File: src/rtl/ma_stage_pkg.sv
// ma_stage_pkg: shared pipeline constants for the memory-access stage.
//   - bus widths (EX->MA, MA->WB, MA->ID forwarding)
//   - ld_op encodings
//   - bit positions of every field in the EX->MA and MA->WB buses
package ma_stage_pkg;

  localparam int unsigned EX_MA_BUS_WIDTH = 74;
  localparam int unsigned MA_WB_BUS_WIDTH = 70;
  localparam int unsigned MA_FWD_WIDTH    = 38;

  typedef enum logic [2:0] {
    LD_W  = 3'b000,
    LD_B  = 3'b001,
    LD_BU = 3'b010,
    LD_H  = 3'b011,
    LD_HU = 3'b100
  } ld_op_e;

  // EX->MA bus fields
  localparam int unsigned EX_RES_FROM_MEM = 73;
  localparam int unsigned EX_LD_OP_HI     = 72;
  localparam int unsigned EX_LD_OP_LO     = 70;
  localparam int unsigned EX_GR_WE        = 69;
  localparam int unsigned EX_DEST_HI      = 68;
  localparam int unsigned EX_DEST_LO      = 64;
  localparam int unsigned EX_ALU_HI       = 63;
  localparam int unsigned EX_ALU_LO       = 32;
  localparam int unsigned EX_PC_HI        = 31;
  localparam int unsigned EX_PC_LO        = 0;

  // MA->WB bus fields
  localparam int unsigned WB_GR_WE     = 69;
  localparam int unsigned WB_DEST_HI   = 68;
  localparam int unsigned WB_DEST_LO   = 64;
  localparam int unsigned WB_RESULT_HI = 63;
  localparam int unsigned WB_RESULT_LO = 32;
  localparam int unsigned WB_PC_HI     = 31;
  localparam int unsigned WB_PC_LO     = 0;

endpackage

File: src/rtl/ma_stage_if.sv
// ma_stage_if: handshake and data buses around the MA stage.
//   master : the surrounding pipeline (EX/WB/data SRAM side)
//   slave  : the MA stage itself
// Optional feature macro: MA_FWD_EN adds ma_to_id_fwd {we, dest, data}.
interface ma_stage_if import ma_stage_pkg::*; #(
  parameter int unsigned EX_MA_BUS_W = EX_MA_BUS_WIDTH,
  parameter int unsigned MA_WB_BUS_W = MA_WB_BUS_WIDTH
);
  logic                   ex_validout;
  logic                   wb_allowin;
  logic                   ma_allowin;
  logic                   ma_validout;
  logic [EX_MA_BUS_W-1:0] ex_to_ma_bus;
  logic [31:0]            data_sram_rdata;
  logic [MA_WB_BUS_W-1:0] ma_to_wb_bus;
  logic [4:0]             ma_to_id_dest;
`ifdef MA_FWD_EN
  logic [MA_FWD_WIDTH-1:0] ma_to_id_fwd;

  modport master (
    output ex_validout, wb_allowin, ex_to_ma_bus, data_sram_rdata,
    input  ma_allowin, ma_validout, ma_to_wb_bus, ma_to_id_dest, ma_to_id_fwd
  );
  modport slave (
    input  ex_validout, wb_allowin, ex_to_ma_bus, data_sram_rdata,
    output ma_allowin, ma_validout, ma_to_wb_bus, ma_to_id_dest, ma_to_id_fwd
  );
`else
  modport master (
    output ex_validout, wb_allowin, ex_to_ma_bus, data_sram_rdata,
    input  ma_allowin, ma_validout, ma_to_wb_bus, ma_to_id_dest
  );
  modport slave (
    input  ex_validout, wb_allowin, ex_to_ma_bus, data_sram_rdata,
    output ma_allowin, ma_validout, ma_to_wb_bus, ma_to_id_dest
  );
`endif
endinterface

File: src/rtl/ma_stage_load_align.sv
// ma_load_align: combinational load-data extraction.
//   raw    : 32-bit word read from data SRAM
//   offset : byte offset (alu_result[1:0])
//   ld_op  : load type (ld_op_e); unknown codes behave as lw
//   data   : extended load result
module ma_load_align import ma_stage_pkg::*; (
  input  logic [31:0] raw,
  input  logic [1:0]  offset,
  input  logic [2:0]  ld_op,
  output logic [31:0] data
);
  logic [7:0]  byte_sel;
  logic [15:0] half_sel;

  always_comb begin
    unique case (offset)
      2'd0:    byte_sel = raw[7:0];
      2'd1:    byte_sel = raw[15:8];
      2'd2:    byte_sel = raw[23:16];
      default: byte_sel = raw[31:24];
    endcase
    half_sel = offset[1] ? raw[31:16] : raw[15:0];

    case (ld_op)
      LD_B:    data = {{24{byte_sel[7]}}, byte_sel};
      LD_BU:   data = {24'h0, byte_sel};
      LD_H:    data = {{16{half_sel[15]}}, half_sel};
      LD_HU:   data = {16'h0, half_sel};
      default: data = raw;
    endcase
  end
endmodule

File: src/rtl/ma_stage.sv
// ma_stage: memory-access pipeline stage.
//   clk    : clock, rising edge
//   rst    : asynchronous active-low reset
//   ma_if  : slave side of ma_stage_if (EX handshake/bus in, WB handshake/bus
//            out, data SRAM read data in, ID hazard dest out)
// Optional feature macro: MA_FWD_EN drives ma_if.ma_to_id_fwd.
// SRAM read data is only valid in the first cycle after acceptance, so it is
// captured into a hold register if WB stalls during that cycle.
module ma_stage import ma_stage_pkg::*; #(
  parameter int unsigned EX_MA_BUS_W = EX_MA_BUS_WIDTH,
  parameter int unsigned MA_WB_BUS_W = MA_WB_BUS_WIDTH
) (
  input logic        clk,
  input logic        rst,
  ma_stage_if.slave  ma_if
);
  logic                   valid_q, valid_d;
  logic                   first_q, first_d;
  logic                   hold_vld_q, hold_vld_d;
  logic [31:0]            hold_q, hold_d;
  logic [EX_MA_BUS_W-1:0] bus_q, bus_d;

  logic        allowin, accept;
  logic        res_from_mem, gr_we;
  logic [2:0]  ld_op;
  logic [4:0]  dest;
  logic [31:0] alu_result, pc, raw, ld_data, final_result;

  always_comb begin
    allowin    = ~valid_q | ma_if.wb_allowin;
    accept     = ma_if.ex_validout & allowin;
    valid_d    = allowin ? ma_if.ex_validout : valid_q;
    bus_d      = accept ? ma_if.ex_to_ma_bus : bus_q;
    first_d    = accept;
    hold_d     = hold_q;
    hold_vld_d = hold_vld_q;
    if (accept) begin
      hold_vld_d = 1'b0;
    end else if (first_q & valid_q & ~ma_if.wb_allowin) begin
      hold_d     = ma_if.data_sram_rdata;
      hold_vld_d = 1'b1;
    end
  end

  always_ff @(posedge clk or negedge rst) begin
    if (!rst) begin
      valid_q    <= 1'b0;
      first_q    <= 1'b0;
      hold_vld_q <= 1'b0;
      hold_q     <= '0;
      bus_q      <= '0;
    end else begin
      valid_q    <= valid_d;
      first_q    <= first_d;
      hold_vld_q <= hold_vld_d;
      hold_q     <= hold_d;
      bus_q      <= bus_d;
    end
  end

  always_comb begin
    res_from_mem = bus_q[EX_RES_FROM_MEM];
    ld_op        = bus_q[EX_LD_OP_HI:EX_LD_OP_LO];
    gr_we        = bus_q[EX_GR_WE];
    dest         = bus_q[EX_DEST_HI:EX_DEST_LO];
    alu_result   = bus_q[EX_ALU_HI:EX_ALU_LO];
    pc           = bus_q[EX_PC_HI:EX_PC_LO];
    raw          = hold_vld_q ? hold_q : ma_if.data_sram_rdata;
  end

  ma_load_align u_load_align (
    .raw    (raw),
    .offset (alu_result[1:0]),
    .ld_op  (ld_op),
    .data   (ld_data)
  );

  always_comb begin
    final_result        = res_from_mem ? ld_data : alu_result;
    ma_if.ma_allowin    = allowin;
    ma_if.ma_validout   = valid_q;
    ma_if.ma_to_wb_bus  = '0;
    ma_if.ma_to_wb_bus[WB_GR_WE]                  = gr_we;
    ma_if.ma_to_wb_bus[WB_DEST_HI:WB_DEST_LO]     = dest;
    ma_if.ma_to_wb_bus[WB_RESULT_HI:WB_RESULT_LO] = final_result;
    ma_if.ma_to_wb_bus[WB_PC_HI:WB_PC_LO]         = pc;
    ma_if.ma_to_id_dest = dest & {5{valid_q}};
`ifdef MA_FWD_EN
    // Loads are excluded: their data is not known early enough to forward.
    ma_if.ma_to_id_fwd  = {gr_we & valid_q & ~res_from_mem, dest, alu_result};
`endif
  end
endmodule

File: src/flat_wrapper.sv
// flat-port wrapper written by rule: the top's interface ports become plain ports
module ma_stage_flat import ma_stage_pkg::*;
#(
  parameter int unsigned EX_MA_BUS_W = EX_MA_BUS_WIDTH,
  parameter int unsigned MA_WB_BUS_W = MA_WB_BUS_WIDTH
)
  (clk, rst, ma_if_ex_validout, ma_if_wb_allowin, ma_if_ex_to_ma_bus, ma_if_data_sram_rdata, ma_if_ma_allowin, ma_if_ma_validout, ma_if_ma_to_wb_bus, ma_if_ma_to_id_dest);
  ma_stage_if #(.EX_MA_BUS_W(EX_MA_BUS_W), .MA_WB_BUS_W(MA_WB_BUS_W)) ma_if_i ();
  input logic clk;
  input logic rst;
  input wire logic [$bits(ma_if_i.ex_validout)-1:0] ma_if_ex_validout;
  input wire logic [$bits(ma_if_i.wb_allowin)-1:0] ma_if_wb_allowin;
  input wire logic [$bits(ma_if_i.ex_to_ma_bus)-1:0] ma_if_ex_to_ma_bus;
  input wire logic [$bits(ma_if_i.data_sram_rdata)-1:0] ma_if_data_sram_rdata;
  output wire logic [$bits(ma_if_i.ma_allowin)-1:0] ma_if_ma_allowin;
  output wire logic [$bits(ma_if_i.ma_validout)-1:0] ma_if_ma_validout;
  output wire logic [$bits(ma_if_i.ma_to_wb_bus)-1:0] ma_if_ma_to_wb_bus;
  output wire logic [$bits(ma_if_i.ma_to_id_dest)-1:0] ma_if_ma_to_id_dest;
  assign ma_if_i.ex_validout = ma_if_ex_validout;
  assign ma_if_i.wb_allowin = ma_if_wb_allowin;
  assign ma_if_i.ex_to_ma_bus = ma_if_ex_to_ma_bus;
  assign ma_if_i.data_sram_rdata = ma_if_data_sram_rdata;
  assign ma_if_ma_allowin = ma_if_i.ma_allowin;
  assign ma_if_ma_validout = ma_if_i.ma_validout;
  assign ma_if_ma_to_wb_bus = ma_if_i.ma_to_wb_bus;
  assign ma_if_ma_to_id_dest = ma_if_i.ma_to_id_dest;
  ma_stage #(.EX_MA_BUS_W(EX_MA_BUS_W), .MA_WB_BUS_W(MA_WB_BUS_W)) u_core (.clk(clk), .rst(rst), .ma_if(ma_if_i));
endmodule
File: config.mk
export PLATFORM = sky130hd
export DESIGN_NAME = ma_stage_flat
export DESIGN_NICKNAME = d
export VERILOG_FILES = /design/src/rtl/ma_stage_pkg.sv /design/src/rtl/ma_stage_if.sv /design/src/rtl/ma_stage_load_align.sv /design/src/rtl/ma_stage.sv /design/src/flat_wrapper.sv
export SDC_FILE = /design/constraint.sdc
export NUM_CORES = 1
export LEC_CHECK = 0
export BUFFER_PORTS_ARGS = -buffer_cell sky130_fd_sc_hd__buf_2
export CAP_MARGIN = 20
export CELL_PAD_IN_SITES_DETAIL_PLACEMENT = 1
export CELL_PAD_IN_SITES_GLOBAL_PLACEMENT = 2
export CORE_UTILIZATION = 38
export CTS_BUF_LIST = sky130_fd_sc_hd__clkbuf_4
export DETAILED_ROUTE_END_ITERATION = 7
export GPL_TIMING_DRIVEN = 0
export PLACE_DENSITY_LB_ADDON = 0.15
export SLEW_MARGIN = 20
export SYNTH_ARGS = -nofsm -noshare
export SYNTH_HDL_FRONTEND = slang
export SYNTH_HIERARCHICAL = 1
export SYNTH_SLANG_ARGS = --single-unit
File: constraint.sdc
create_clock -name clk -period 4.2 [get_ports clk]
set_input_delay 0.21 -clock clk [delete_from_list [all_inputs] [get_ports clk]]
set_output_delay 0.21 -clock clk [all_outputs]
set_load 0.01 [all_outputs]
# Word-level counts from Yosys, hierarchy flattened
# Cells that the tools add are included.
classes:
  eq_ne: 6
  muxes: 7
  bitwise: 8
  n_reduce_logical: 3
ops:
  columns: ["cell", "n"]
  rows:
  - ["32-bit one-hot mux with 4 select lines", 1]
  - ["32-bit 2-to-1 mux", 2]
  - ["8-bit one-hot mux with 3 select lines", 1]
  - ["16-bit 2-to-1 mux", 1]
  - ["3-bit by 2-bit equality test with 1-bit output, second input constant", 2]
  - ["5-bit bitwise AND", 1]
  - ["1-bit bitwise AND", 3]
  - ["3-bit by 1-bit equality test with 1-bit output, second input constant", 1]
  - ["3-bit equality test, second input constant", 1]
  - ["1-bit NOT", 3]
  - ["2-bit by 1-bit equality test with 1-bit output, second input constant", 1]
  - ["2-bit equality test, second input constant", 1]
  - ["2-bit zero test", 1]
  - ["1-bit 2-to-1 mux", 2]
  - ["2-bit AND reduction", 1]
  - ["2-bit nonzero test", 1]
  - ["1-bit OR", 1]
word_totals:
  register_bits: 109
  output_inout_bits: 77
  word_cells: 29

# Longest topological paths before layout
logic_depth:
  depth_word: 5
  depth_mapped: 10
  ltp_nobuf: 6

# Cells and area by module
# Netlist, hierarchy kept.
by_module_without_submodules:
  columns: ["mod", "instances", "cells_each", "area_each_um2", "seq_area_each_um2"]
  rows:
  - ["ma_stage", 1, 349, 5410.2, 2727.6]
  - ["ma_load_align", 1, 182, 1276.2, 0.0]

# Worst setup path after synthesis
# OpenSTA, ideal clock, no wires.
synth_timing:
  path_kind: "register to output"
  startpoint: "register u_core.hold_vld_q"
  endpoint: "output port ma_if_ma_to_wb_bus[39]"
  arrival_time_ns: 2.257
  required_time_ns: 3.990
  setup_slack_ns: 1.733
  stages_incl_launch_ff: 9
  path_cell_list: "dfrtp_1 -> buf_2 -> buf_2 -> mux2_2 -> mux4_2 -> buf_6 -> a22o_1 -> a21o_1 -> mux2_2"
synth_between:
  elab_chain_len: 4
  elab_cells_between_ends: 5
  cone_classes: "mux (5)"
synth_lines:
  columns: ["item", "line_no", "rtl"]
  rows:
  - ["from (decl)", "ma_stage.sv:19", "logic hold_vld_q, hold_vld_d;"]
  - ["from (signal assigned)", "ma_stage.sv:55", "hold_vld_q <= hold_vld_d;"]
  - ["32-bit 2-to-1 mux (*)", "ma_stage.sv:68", "raw = hold_vld_q ? hold_q : ma_if.data_sram_rdata;"]
  - ["via u_core.raw[23]", "ma_stage.sv:27", "logic [31:0] alu_result, pc, raw, ld_data, final_result;"]
  - ["8-bit one-hot mux with 3 select lines or 16-bit 2-to-1 mux (tied branches)", "ma_stage_load_align.sv:16, ma_stage_load_align.sv:22", null]
  - ["32-bit one-hot mux with 4 select lines (*)", "ma_stage_load_align.sv:24", "case (ld_op)"]
  - ["via u_core.ld_data[7]", "ma_stage.sv:27", null]
  - ["32-bit 2-to-1 mux (*)", "ma_stage.sv:79", "final_result = res_from_mem ? ld_data : alu_result;"]
  - ["to (decl)", "flat_wrapper.sv:17", "output wire logic [$bits(ma_if_i.ma_to_wb_bus)-1:0] ma_if_ma_to_wb_bus;"]
# The timed path passes the listed nets; every way through them passes the cells marked *.

# Worst setup path after layout
layout_timing:
  startpoint: "register u_core.hold_vld_q"
  endpoint: "output port ma_if_ma_to_wb_bus[47]"
# Same word-level chain as after synthesis.

==> flow_metrics.py <==
metrics = {
    "status": {
        "status": "complete, no violations",
    },
    "yosys": {
        "postSynthAreaPerCell_sq_um": 12.6,
        "synth_top_area_share_pct": 40.8,
        "synth_edf_count": 0,
        "syn_inst": 531,
        "yosys_register_bits": 109,
        "netlist_area_sq_um": 6690,
        "yosys_most_used_dff": "dfrtp_1",
        "async_flop_share_pct": 100,
        "synth.yosys.seq_area_share_pct": 40.8,
        "yosys.area.top_type": "dfrtp_1",
        "synth.yosys.warnings": 6,
        "ys_top_cells_by_area": "dfrtp_1, mux2_2, mux2_4",
        "syn-num-nets": 641,
        "yosys.cell_types.count": 53,
    },
    "clock_network": {
        "cts.sinks": 109,
        "htree_levels": 3,
        "insertion_delay_ns": 0.50,
        "cts_tree": "built",
        "clkTransAtPathRegs_ns": 0.18,
        "cts_buffer_depth": 2,
        "root_buffer": "clkbuf_4",
        "numCtsBuffers": 9,
    },
    "pwr": {
        "power.leakage_nw": 4.32,
        "power.density_nw_per_um2": 368,
        "finalPower_mw": 3.36,
        "ir_drop_mv": 0.178,
    },
    "place": {
        "dp_worst_setup_slack_ns": 1.23,
        "dp_cells": 943,
        "hpwl_mm": 14.0,
        "routabilityCongestion": 0.822,
        "port_buffers": 186,
    },
    "global_route": {
        "grt_use_total_pct": 22.4,
        "grt_pass1_vias": 5817,
        "overflow": 0,
        "antenna_found_initial": 1,
        "grt_pass1_wl_mm": 31.1,
        "grt_max_degree": 68,
    },
    "sta": {
        "max_freq_mhz": 286,
        "grt_setup_unrepaired": "false",
        "slew_headroom_pct": 55.8,
        "slew_viol_final": 0,
        "setup_violations": 0,
        "tightest_slew_ns": 0.662,
        "finClkSkew_ns": 0.0280,
        "hold_violations": 0,
        "period_minus_slack_ns": 3.49,
        "fin_crit_sh_pct": 83.1,
        "setup_slack_ns": 0.708,
        "fin_setup_tns_ns": 0,
    },
    "setup_path": {
        "critPathSlowestCell": "mux4_2",
        "critPathArrivalTime_ns": 3.28,
        "critPathMaxFanout": 10,
        "cp.required_ns": 3.99,
        "cp_cell_sequence": "buf_2 -> buf_2 -> mux2_2 -> mux4_2 -> buf_6 -> o21bai_4 -> o221ai_1 -> mux2_2 -> buf_2",
        "criticalPathCategory": "flop to primary output",
        "crit_top_cell": "buf_2",
        "end_kind": "primary output",
        "cp-start-kind": "flop",
        "crit_family": "multiplexers",
        "startpoint": "u_core/hold_vld_q",
        "max_stage_delay_ns": 0.47,
        "cp_num_buf_inv": 4,
        "r2r-start": "u_core/ma_if.ma_validout",
    },
    "die": {
        "ios": 187,
        "start_util_pct": 38.8,
        "die_y_microns": 135,
        "core_sq_um": 17200,
        "die_w_microns": 135,
        "fp.dieArea_sq_um": 18100,
        "num_rows": 48,
    },
    "route": {
        "vias_per_cell": 4.94,
        "drtPass1Iterations": 4,
        "drcViolationCount": 0,
        "routed_wl_mm": 19.6,
        "route.detailed.wl_per_inst_microns": 18.4,
        "first_iter_violations": 153,
        "ant_nets": 0,
        "num_vias": 5272,
    },
    "cells_and_area": {
        "register_area_sq_um": 2730,
        "multi_input_area_sq_um": 3290,
        "drive_above_1_share_pct": 54.0,
        "nets": 948,
        "final_util_pct": 53.0,
        "layout_commonest_cell": "buf_2",
        "mostFrequentLayoutCells": "buf_2, mux2_2, dlygate4sd3_1, dfrtp_1, mux2_4",
        "syn2layout_area_growth_pct": 36.7,
        "fin_cells": 1068,
        "fillers": 1842,
    },
    "hold_path": {
        "hold_path.class": "input pin to async pin",
    },
    "job": {
        "maxCapViolations": 0,
    },
}
registers in the layout, summed over array words and instances, names as in the netlist:
register / count
u_core/bus_q: 74
u_core/first_q: 1
u_core/hold_q: 32
u_core/hold_vld_q: 1
u_core/ma_if.ma_validout: 1
metrics by stage:
step	cell area [sq um]	hold slack, ns
2_1_floorplan	6690	-0.0856
3_3_place_gp	7900	0.441
3_5_place_dp	7930	0.160
4_1_cts	9140	0.151
5_1_grt	9140	0.172
6_report	9140	0.155
kinds of logic (layout without fill, tap and decap cells):
family | after synthesis | in the layout | synth area share [%]
AOI/OAI and AO/OA | 102 | 102 | 10.1
and+or+nand+nor | 51 | 51 | 4.92
other | 0 | 1 | 0
muxes | 180 | 180 | 34.2
DFF | 109 | 109 | 40.8
buffers and inverters | 89 | 400 | 9.97
per-layer routing:
metal  wire length [microns]  GRT usage [%]
met3                     705           3.04
met5                       0              0
met2                    9770           38.0
met4                     468           8.68
met1                    8700           28.9
final timing paths:
path	endpoint	depth (start not counted)	slack [ns]
min in group clk	u_core/bus_q[60]	3	0.45
hold reg to reg	u_core/hold_q[6]	1	0.53
setup / recovery	ma_if_ma_to_wb_bus[47]	9	0.71
hold / removal	u_core/bus_q[65]	2	0.15
max in group asynchronous	u_core/bus_q[46]	3	3.34
setup reg to reg	u_core/bus_q[28]	5	2.64
power by group:
group	leakage [nW]	internal, mW	switching [mW]
clock network	0.0592	0.124	0.385
logic	2.98	0.826	0.701
registers	1.28	1.23	0.101
total	4.32	2.18	1.19
area by class of cell:
cell class | count | area share, %
clock inverter | 6 | 0.507
inverter | 11 | 0.452
sequential | 109 | 29.8
multi-input combinational | 333 | 36.0
antenna | 1 | 0.0274
buffer | 78 | 6.84
clock buffer | 9 | 0.739
tap | 225 | 3.08
timing repair buffer | 296 | 22.5
synthesized netlist by cell type (7+ instances only):
master / instances
buf_2: 13
buf_4: 42
nand2_1: 14
mux2_2: 121
clkbuf_1: 7
o221ai_1: 8
dfrtp_1: 109
a21oi_1: 18
buf_6: 8
mux2_4: 49
inv_1: 10
nor2b_1: 11
o21ai_1: 10
o21ai_0: 23
a22oi_1: 16
what timing repair did:
action | 4_1_cts | 5_1_grt
buffers inserted | 0 | 0
resized for setup | 0 | 0
setup endpoints to repair | 0 | 0
hold endpoints to repair | 151 | 0
hold buffers | 109 | 0
No activity file was read; power rests on OpenSTA's default activity.
